**config.mk**
```make
export PLATFORM = sky130hd
export DESIGN_NAME = pipelined_cla_addsub
export DESIGN_NICKNAME = d
export VERILOG_FILES = /design/src/rtl/pipelined_cla_addsub.sv
export SDC_FILE = /design/constraint.sdc
export NUM_CORES = 1
export LEC_CHECK = 0
export ABC_CLOCK_PERIOD_IN_PS = 3960
export CORE_MARGIN = 2
export CORE_UTILIZATION = 51
export DETAILED_ROUTE_END_ITERATION = 8
export PLACE_DENSITY = 0.81
export RECOVER_POWER = 25
export SLEW_MARGIN = 20
export SYNTH_ARGS = -nofsm -noshare
export SYNTH_HDL_FRONTEND = slang
export SYNTH_SLANG_ARGS = --single-unit
```
**constraint.sdc**
```tcl
create_clock -name clk -period 3.96 [get_ports clk]
set_input_delay 0.792 -clock clk [delete_from_list [all_inputs] [get_ports clk]]
set_output_delay 0.792 -clock clk [all_outputs]
set_load 0.01 [all_outputs]
```
**src/rtl/pipelined_cla_addsub.sv**
```systemverilog
// pipelined_cla_addsub: WIDTH-bit add/sub cut into STAGES slices of 4-bit CLA groups.
// Define CLA_ADDSUB_SAT_EN to add the sat port (signed saturation on overflow).
module pipelined_cla_addsub #(
    parameter int WIDTH  = 32,
    parameter int STAGES = 2
) (
    input  logic             clk,
    input  logic             rst_n,
    input  logic             in_valid,
    output logic             in_ready,
    input  logic [WIDTH-1:0] a,
    input  logic [WIDTH-1:0] b,
    input  logic             sub,
    input  logic             cin,
`ifdef CLA_ADDSUB_SAT_EN
    input  logic             sat,
`endif
    output logic             out_valid,
    input  logic             out_ready,
    output logic [WIDTH-1:0] sum,
    output logic             cout,
    output logic             ovf,
    output logic             zero
);

    localparam int SLICE = WIDTH / STAGES;
    localparam int NG    = SLICE / 4;

    // Bit carries into a 4-bit group, fully expanded from the group carry-in.
    function automatic logic [3:0] grp_carry(
        input logic [3:0] p,
        input logic [3:0] g,
        input logic       ci
    );
        logic [3:0] c;
        c[0] = ci;
        c[1] = g[0] | (p[0] & ci);
        c[2] = g[1] | (p[1] & g[0])
             | (p[1] & p[0] & ci);
        c[3] = g[2] | (p[2] & g[1])
             | (p[2] & p[1] & g[0])
             | (p[2] & p[1] & p[0] & ci);
        return c;
    endfunction

    logic              adv;
    logic [STAGES-1:0] vq;
    logic [WIDTH-1:0]  beff;
    logic              c0;
    logic [STAGES-1:0] scout;
    logic [WIDTH-1:0]  wsum;
    logic              amsb;
    logic              bmsb;
    logic              cmsb;
    logic              ovf_c;
    logic [WIDTH-1:0]  res_c;

    assign out_valid = vq[STAGES-1];
    assign adv       = ~out_valid | out_ready;
    assign in_ready  = adv;
    assign beff      = b ^ {WIDTH{sub}};
    assign c0        = sub | cin;

    for (genvar j = 0; j < STAGES; j++) begin : g_sl
        localparam int LO = j * SLICE;
        localparam int DL = STAGES - 1 - j;

        logic [SLICE-1:0] sa;
        logic [SLICE-1:0] sb;
        logic [SLICE-1:0] ss;
        logic             ci;
        logic [NG-1:0]    gp;
        logic [NG-1:0]    gg;
        logic [NG:0]      gc;

        if (j == 0) begin : g_in
            assign sa = a[LO +: SLICE];
            assign sb = beff[LO +: SLICE];
            assign ci = c0;
        end else begin : g_skew
            logic [SLICE-1:0] ad [j];
            logic [SLICE-1:0] bd [j];
            logic             cr;

            always_ff @(posedge clk) begin
                if (!rst_n) begin
                    cr <= 1'b0;
                    for (int i = 0; i < j; i++) begin
                        ad[i] <= '0;
                        bd[i] <= '0;
                    end
                end else if (adv) begin
                    cr    <= scout[j-1];
                    ad[0] <= a[LO +: SLICE];
                    bd[0] <= beff[LO +: SLICE];
                    for (int i = 1; i < j; i++) begin
                        ad[i] <= ad[i-1];
                        bd[i] <= bd[i-1];
                    end
                end
            end

            assign sa = ad[j-1];
            assign sb = bd[j-1];
            assign ci = cr;
        end

        always_comb begin
            logic [SLICE-1:0] p;
            logic [SLICE-1:0] g;
            logic             t;
            logic             pp;
            p  = sa ^ sb;
            g  = sa & sb;
            t  = 1'b0;
            pp = 1'b0;
            gp = '0;
            gg = '0;
            gc = '0;
            ss = '0;
            for (int i = 0; i < NG; i++) begin
                gp[i] = &p[4*i +: 4];
                gg[i] = g[4*i+3]
                      | (p[4*i+3] & g[4*i+2])
                      | (p[4*i+3] & p[4*i+2] & g[4*i+1])
                      | (p[4*i+3] & p[4*i+2] & p[4*i+1] & g[4*i]);
            end
            // Each group carry is a flat sum of products over lower groups.
            gc[0] = ci;
            for (int i = 1; i <= NG; i++) begin
                t  = gg[i-1];
                pp = gp[i-1];
                for (int m = i - 2; m >= 0; m--) begin
                    t  = t | (gg[m] & pp);
                    pp = pp & gp[m];
                end
                gc[i] = t | (pp & ci);
            end
            for (int i = 0; i < NG; i++) begin
                ss[4*i +: 4] = p[4*i +: 4]
                             ^ grp_carry(p[4*i +: 4], g[4*i +: 4], gc[i]);
            end
        end

        assign scout[j] = gc[NG];

        if (DL == 0) begin : g_last
            assign wsum[LO +: SLICE] = ss;
            assign amsb = sa[SLICE-1];
            assign bmsb = sb[SLICE-1];
        end else begin : g_desk
            logic [SLICE-1:0] rd [DL];

            always_ff @(posedge clk) begin
                if (!rst_n) begin
                    for (int i = 0; i < DL; i++) rd[i] <= '0;
                end else if (adv) begin
                    rd[0] <= ss;
                    for (int i = 1; i < DL; i++) rd[i] <= rd[i-1];
                end
            end

            assign wsum[LO +: SLICE] = rd[DL-1];
        end
    end

    assign cmsb  = amsb ^ bmsb ^ wsum[WIDTH-1];
    assign ovf_c = cmsb ^ scout[STAGES-1];

`ifdef CLA_ADDSUB_SAT_EN
    logic sat_f;

    if (STAGES == 1) begin : g_sat0
        assign sat_f = sat;
    end else begin : g_satd
        logic [STAGES-2:0] sd;

        always_ff @(posedge clk) begin
            if (!rst_n) begin
                sd <= '0;
            end else if (adv) begin
                sd[0] <= sat;
                for (int i = 1; i < STAGES - 1; i++) sd[i] <= sd[i-1];
            end
        end

        assign sat_f = sd[STAGES-2];
    end

    // On overflow both operand MSBs agree, so A's MSB gives the direction.
    always_comb begin
        res_c = wsum;
        if (sat_f && ovf_c) begin
            res_c = amsb ? {1'b1, {(WIDTH-1){1'b0}}}
                         : {1'b0, {(WIDTH-1){1'b1}}};
        end
    end
`else
    assign res_c = wsum;
`endif

    always_ff @(posedge clk) begin
        if (!rst_n) begin
            vq   <= '0;
            sum  <= '0;
            cout <= 1'b0;
            ovf  <= 1'b0;
            zero <= 1'b0;
        end else if (adv) begin
            vq[0] <= in_valid;
            for (int i = 1; i < STAGES; i++) vq[i] <= vq[i-1];
            sum  <= res_c;
            cout <= scout[STAGES-1];
            ovf  <= ovf_c;
            zero <= ~|res_c;
        end
    end

endmodule

```
==> metrics.md, run 1 <==
| Metric | Value |
|---|---|
| Max Root-Sink Buffers | `2` |
| Sequential area share after synthesis | `0.4712` |
| CTS tree | `done` |
| Initial antenna violation count | `0` |
| # diodes | `0` |
| Final WS setup | `340.2 ps` |
| FF-to-FF End | `zero$_SDFFE_PN0P_` |
| R2r setup slk | `340 ps` |
| Share of layout cells above drive strength 1 | `0.04643` |
| Largest net degree at the start of global routing | `58` |
| Top cell type's share of synthesized area | `0.3084` |
| #FFs+latches synth | `86` |
| GR Overflow Total | `0` |
| Crit path time final | `3620 ps` |
| Final setup vio count | `0` |
| # DRC | `0` |
| DP Wirelength | `8161 um` |
| RSZ-0062 raised after global routing | `false` |
| Cell family with most CP delay | `compound AO/OA/AOI/OAI gates` |
| Met3 WL | `537 um` |
| Async S/R FF share, synth | `0` |
| Startpoint types | `flip-flop` |
| Hold buffers post-CTS | `0` |
| Failing checks | `capacitance limit` |
| H-Tree Level Count | `3` |
| # nets final | `between 600 and 700` |
| Worst Path Required | `4250 ps` |
| Synth warnings | `0` |
| Prevailing post-synth register cell | `edfxtp_1` |
| Global-route wire length before repair | `16930 um` |
| GPL Wtd Cong | `0.9061` |
| Cts bufs inserted | `9` |
| Met2 WL | `5413 um` |
| Fillers | `647` |
| Final ANT Viol Nets | `0` |
| Maxcap violations | `1` |
| Crit-path cells | `ha_1 > a211o_1 > a31oi_4 > a21oi_1 > a21oi_2 > o21bai_1 > fa_1 > nor4_1 > nand4_1 > nor2_1 > nand4_1 > nor4b_1 > o211ai_1 > o21ai_1` |
| Post-synth EDFFs | `48` |
| Clock Pin Slew Worst Setup and Hold Paths | `80 ps` |
| Worst Path Class, Setup | `reg2reg` |
| Cells on Worst Hold Path | `2` |
| Fin Setup TNS | `0 ps` |
| FMAX | `0.2763 GHz` |
| Worst slew pin tran | `1498 ps` |
| Top post-synthesis cells by area | `edfxtp_1 31%, dfxtp_1 16%, ha_1 8.6%, xnor2_1 5.8%, nand2_1 5.2%` |
| Overall global routing resource usage | `0.2203` |
| Drt wl/cell | `15.99 um` |
| DR vias | `3653` |
| Uppermost layer routed | `met4` |
| VDD IR max | `0.0001619 V` |
| Row Count | `34` |
| Clock sink count | `86` |
| Hold Path Class | `reg2reg` |
| R2R Path Start | `g_sl[1].g_skew.ad[0][0]$_SDFFCE_PN0P_` |
| Cell taking the most area after synthesis | `edfxtp_1` |
| IO Pins | `107` |
| Core area | `8806 sq um` |
| Clock Skew | `15.38 ps` |
| Power Density | `between 400 and 500 nW/um^2` |
| Mean Syn Cell Area | `10.32 sq um` |
| Register Area | `2202 sq um` |
| Initial DRT Pass Iterations | `4` |
| Iteration-0 DRC Markers | `132` |
| Number of global-route vias before repair | `~3500` |
| Die area | `9945 sq um` |
| Pleak | `2.565 nW` |
| Hold Vio Cnt, Final | `0` |
| Clock root cell | `clkbuf_8` |
| Unique masters post-synth | `around 40` |
| Tcrit/Tclk final | `0.9141` |
| Hold path start | `sum[5]$_SDFFE_PN0P_` |
| Core Util, Final | `0.6888` |
| Post-CTS Repair Setup Buffers | `0` |
| Clk_lat worst skew | `360 ps` |
| Synth-to-Final Area Change | `29.80%` |
| Initial Util | `0.5307` |
| WP buf/inv | `0` |
| Pre-CTS setup slack | `between 400 and 500 ps` |
| Mapped Nets | `563` |
| Slew Limit Fails | `0` |
| Port bufs | `106` |
| Status | `finished with violations` |
| Cells after synthesis | `453` |
| Worst-path fanout max | `4` |
| Die H | `about 100 um` |
| Die Wd | `99.73 um` |
| R2R cell count | `14` |
| Critical path endpoint category | `flip-flop` |
| Total Routed Length | `10680 um` |
| Crit path largest cell delay | `about 500 ps` |
| Footprint of the multi-input gates | `2346 sq um` |
| Netlist Area Pre-Place | `4673 sq um` |
| Crit path DAT | `~4000 ps` |
| Most frequent CP cell | `nand4_1` |
| Vias per cell | `5.469` |
| Slowest CP cell | `fa_1` |
| Hold Path End | `sum[5]$_SDFFE_PN0P_` |
| Post-CTS sizing | `0` |
| Relative slew slack | `0.001640` |
| Metal-1 WL | `4518 um` |
## per-stage QoR
| stage | hold slack, ps | area [sq um] | instances | power, mW |
|---|---|---|---|---|
| after global routing | 484.9 | 6066 | 668 | 2.550 |
| final | 460.4 | 6066 | 668 | 2.447 |
| after global placement | 448.2 | 5843 | 652 | 1.733 |
| after CTS | 467.7 | 6075 | 668 | 2.459 |
| after detailed placement | 456.7 | 5843 | 652 | 1.757 |
| after floorplan | 440.6 | 4673 | 453 | 1.485 |
## kinds of logic (layout without fill, tap and decap cells)
kind of cell    after synthesis  in the layout  synth area share
flops                        86             86            0.4712
fa+ha+maj                    40             40            0.1199
xor+xnor                     54             54            0.1012
buf+inv                      34            141           0.02731
compound gates               80             80            0.1258
simple gates                159            159            0.1545
## sequential cells by signal, summed over array words and instances (netlist names)
register / flops
zero: 1
ovf: 1
cout: 1
g_sl.ci: 1
g_sl.g_desk.rd: 16
sum: 32
vq: 2
g_sl.g_skew.ad: 16
g_sl.g_skew.bd: 16
## how the worst max path moves through the flow
stage / slack, ps / endpoint / start / depth (start not counted)
after detailed placement: 410 / g_sl[0].g_desk.rd[0][12]$_SDFFCE_PN0P_ / b[0] / 11
final: 340 / zero$_SDFFE_PN0P_ / g_sl[1].g_skew.ad[0][0]$_SDFFCE_PN0P_ / 14
after global routing: 70 / zero$_SDFFE_PN0P_ / g_sl[1].g_skew.ad[0][0]$_SDFFCE_PN0P_ / 14
after global placement: 530 / g_sl[0].g_desk.rd[0][12]$_SDFFCE_PN0P_ / b[0] / 11
after floorplan: 430 / g_sl[0].g_desk.rd[0][13]$_SDFFCE_PN0P_ / sub / 12
after CTS: 370 / zero$_SDFFE_PN0P_ / g_sl[1].g_skew.ad[0][0]$_SDFFCE_PN0P_ / 14
## power breakdown
group	switching (mW)	internal [mW]
combinational	0.307	0.318
clock	0.308	0.397
sequential	0.0595	1.06
## worst register-to-register path, cell delays in order, from the launching register on
cell and delay (ps):
edfxtp_1 430, ha_1 320, a211o_1 340, a31oi_4 220
a21oi_1 140, a21oi_2 230, o21bai_1 120, fa_1 500
nor4_1 260, nand4_1 160, nor2_1 130, nand4_1 100
nor4b_1 330, o211ai_1 160, o21ai_1 130
## final cells by class
class,count,share of cell area
Inverter,11,0.006807
Timing Repair Buffer,114,0.1830
Sequential cell,86,0.3630
Clock inverter,4,0.01238
Multi-Input combinational cell,333,0.3868
Tap cell,108,0.02228
Clock buffer,12,0.02578
## placed cells by master (no fill, tap or decap), types with 2 or more instances in the layout
cell / Yosys / routed
clkdlybuf4s50_1: 0 / 99
nand2_1: 65 / 64
edfxtp_1: 48 / 48
nor2_1: 41 / 41
dfxtp_1: 38 / 38
ha_1: 32 / 32
xnor2_1: 31 / 31
xor2_1: 23 / 23
a21boi_0: 23 / 23
and3_1: 18 / 18
inv_1: 11 / 11
a21oi_1: 10 / 10
clkbuf_8: 0 / 9
fa_1: 8 / 8
nand3_1: 7 / 7
o21ai_0: 7 / 7
o21a_1: 6 / 6
o211a_1: 6 / 6
dlygate4sd3_1: 0 / 6
buf_4: 0 / 6
nor3_1: 5 / 5
nand2b_1: 5 / 5
a21o_1: 5 / 5
o21ai_1: 5 / 5
nor4_1: 5 / 5
o21bai_1: 4 / 4
a211oi_1: 3 / 3
o211ai_1: 3 / 3
nand4_1: 3 / 3
nor3b_1: 3 / 3
clkbuf_1: 23 / 3
bufinv_16: 0 / 2
## synthesized netlist by cell type (2+ instances only)
library cell,instances
fa_1,8
xnor2_1,31
o21ai_0,7
nand4_1,3
o21ai_1,5
nor2_1,41
nor4_1,5
and2_1,2
inv_1,11
o21a_1,6
o21bai_1,4
nand2b_1,5
a21o_1,5
a21oi_1,10
o211ai_1,3
o211a_1,6
clkbuf_1,23
ha_1,32
nor3_1,5
a211oi_1,3
dfxtp_1,38
a21boi_0,23
nand3_1,7
xor2_1,23
nor3b_1,3
nand2_1,65
and3_1,18
edfxtp_1,48
## layer usage
layer,global-route usage,vias to the layer above
met1,0.2806,1734
met2,0.3732,128
met4,0.09378,0
met3,0.03514,18
met5,0,-
li1,-,1773
Note: power is estimated with default switching activity, not from simulation.
==> run 2: changes to the inputs <==
Settings changed: CORE_MARGIN 2 to not set, CTS_BUF_LIST set to sky130_fd_sc_hd__clkbuf_4 sky130_fd_sc_hd__clkbuf_8 sky130_fd_sc_hd__clkbuf_16.
==> metrics.md, run 2 (synthesis results as in run 1) <==
| Metric | Value |
|---|---|
| Status | `finished with violations` |
| Seq pwr share | `0.485` |
| DP Wirelength | `7648 um` |
| Post-CTS Repair Setup Buffers | `0` |
| Highest-count cells in the layout ignoring fill and taps | `102 x clkdlybuf4s50_1, 65 x nand2_1, 48 x edfxtp_1` |
| Comb pwr share | `0.268` |
| Startpoint types | `flip-flop` |
| Clock sink count | `86` |
| Maxcap violations | `2` |
| Die Wd | `97.73 um` |
| Worst Path Required | `4250 ps` |
| Iteration-0 DRC Markers | `180` |
| Clk_lat worst skew | `between 300 and 400 ps` |
| Slew Limit Fails | `55` |
| Commonest non-fill, non-tap cell in the layout | `clkdlybuf4s50_1` |
| Switching share of power | `0.2943` |
| Hold Vio Cnt, Final | `0` |
| Initial Util | `0.5307` |
| # diodes | `0` |
| Fin cells | `approximately 670` |
| Clock root cell | `clkbuf_8` |
| Pleak | `2.517 nW` |
| Row Count | `34` |
| Max Root-Sink Buffers | `2` |
| Hold WS | `469.3 ps` |
| Core area | `8806 sq um` |
| Hold Path Class | `reg2reg` |
| Fin Setup TNS | `0 ps` |
| Clock Skew | `8.020 ps` |
| Die area | `approximately 9600 sq um` |
| H-Tree Level Count | `3` |
| Failing checks | `DRC, capacitance limit, slew limit` |
| Final ANT Viol Nets | `0` |
| Net switching power | `0.6768 mW` |
| VDD IR max | `0.0001806 V` |
| Largest net degree at the start of global routing | `58` |
| Total Routed Length | `approximately 10000 um` |
| Crit path time final | `3705 ps` |
| Post-CTS sizing | `0` |
| Clock power share | `0.247` |
| Most flops, register | `sum` |
| Overall global routing resource usage | `0.2249` |
| Drt wl/cell | `~15 um` |
| FMAX | `0.2699 GHz` |
| Cts bufs inserted | `9` |
| Worst slew pin tran | `1941 ps` |
| Clock Pin Slew Worst Setup and Hold Paths | `90 ps` |
| GR Overflow Total | `0` |
| Placed Cells | `650` |
| Worst Path Class, Setup | `reg2reg` |
| RSZ-0062 raised after global routing | `false` |
| Global-route wire length before repair | `around 17000 um` |
| Vias per cell | `5.359` |
| # nets final | `~660` |
| Power Density | `383.1 nW/um^2` |
| Internal power | `about 1.6 mW` |
| Tcrit/Tclk final | `0.9355` |
| Port bufs | `106` |
| Synth-to-Final Area Change | `28.46%` |
| DR vias | `3569` |
| Critical path endpoint category | `flip-flop` |
| Crit path DAT | `3990 ps` |
| Hold buffers post-CTS | `0` |
| Relative slew slack | `-0.2937` |
| Worst-path fanout max | `4` |
| CTS tree | `done` |
| GPL Wtd Cong | `0.8772` |
| Largest register FFs | `32` |
| Number of global-route vias before repair | `roughly 3600` |
| IO Pins | `107` |
| # DRC | `10` |
| Initial DRT Pass Iterations | `6` |
| Share of layout cells above drive strength 1 | `0.04480` |
| Initial antenna violation count | `0` |
| Die H | `slightly below 100 um` |
| Final setup vio count | `0` |
run 2: final cells by class:
type / count / area, sq um
tap: 108 / 135.1
clock buffer: 10 / 137.6
clock inverter: 6 / 47.55
timing repair buffer: 112 / 1094
inverter: 11 / 41.29
sequential: 86 / 2202
multi-input combinational: 333 / 2346
fill: 680 / 2803
run 2: power by group through the flow:
stage	combinational, mW	sequential [mW]	clock [mW]
detailed placement	0.614	1.14	0
floorplan	0.346	1.14	0
global route	0.679	1.13	0.618
global placement	0.599	1.13	0
CTS	0.618	1.12	0.573
finish	0.616	1.12	0.568
run 2: critical path, stage by stage (launching register included):
cell      delay [ps]
edfxtp_1         430
ha_1             310
a211o_1          340
a31oi_4          220
a211oi_1         100
o21a_1           260
a21o_1           200
fa_1             490
nor4_1           280
nand4_1          180
nor2_1           140
nand4_1          100
nor4b_1          320
o211ai_1         160
o21ai_1          130
run 2: per-stage QoR:
| step | setup slack [ps] | cell area, sq um | power, mW | utilization |
|---|---|---|---|---|
| CTS | 354.6 | 6013 | 2.306 | 0.6829 |
| global placement | 520.8 | 5828 | 1.731 | 0.6618 |
| finish | 255.3 | 6003 | 2.300 | 0.6817 |
| detailed placement | 378.4 | 5828 | 1.749 | 0.6618 |
| global route | 48.28 | 6003 | 2.424 | 0.6817 |
| floorplan | 430.6 | 4673 | 1.485 | - |
run 2: layer usage:
layer  wire length (um)  global-route usage  vias up
li1                   -                   -     1772
met1               4543              0.2960     1678
met5                  0                   0        -
met2               4977              0.3852      106
met4                119             0.06177        0
met3                451             0.03669       13
run 2: path summary, 6_finish.rpt:
path / from / endpoint / slack, ps / cells after the start
max: g_sl[1].g_skew.ad[0][0]$_SDFFCE_PN0P_ / zero$_SDFFE_PN0P_ / 260 / 14
min: sum[10]$_SDFFE_PN0P_ / sum[10]$_SDFFE_PN0P_ / 470 / 2
max reg2reg: g_sl[1].g_skew.ad[0][0]$_SDFFCE_PN0P_ / zero$_SDFFE_PN0P_ / 260 / 14
min reg2reg: sum[10]$_SDFFE_PN0P_ / sum[10]$_SDFFE_PN0P_ / 470 / 2
==> run 3: changes to the inputs <==
Settings changed: CTS_CLUSTER_SIZE set to 10.
==> results of run 3 <==
The final DEF is identical to that of run 2; final timing and power are the same.
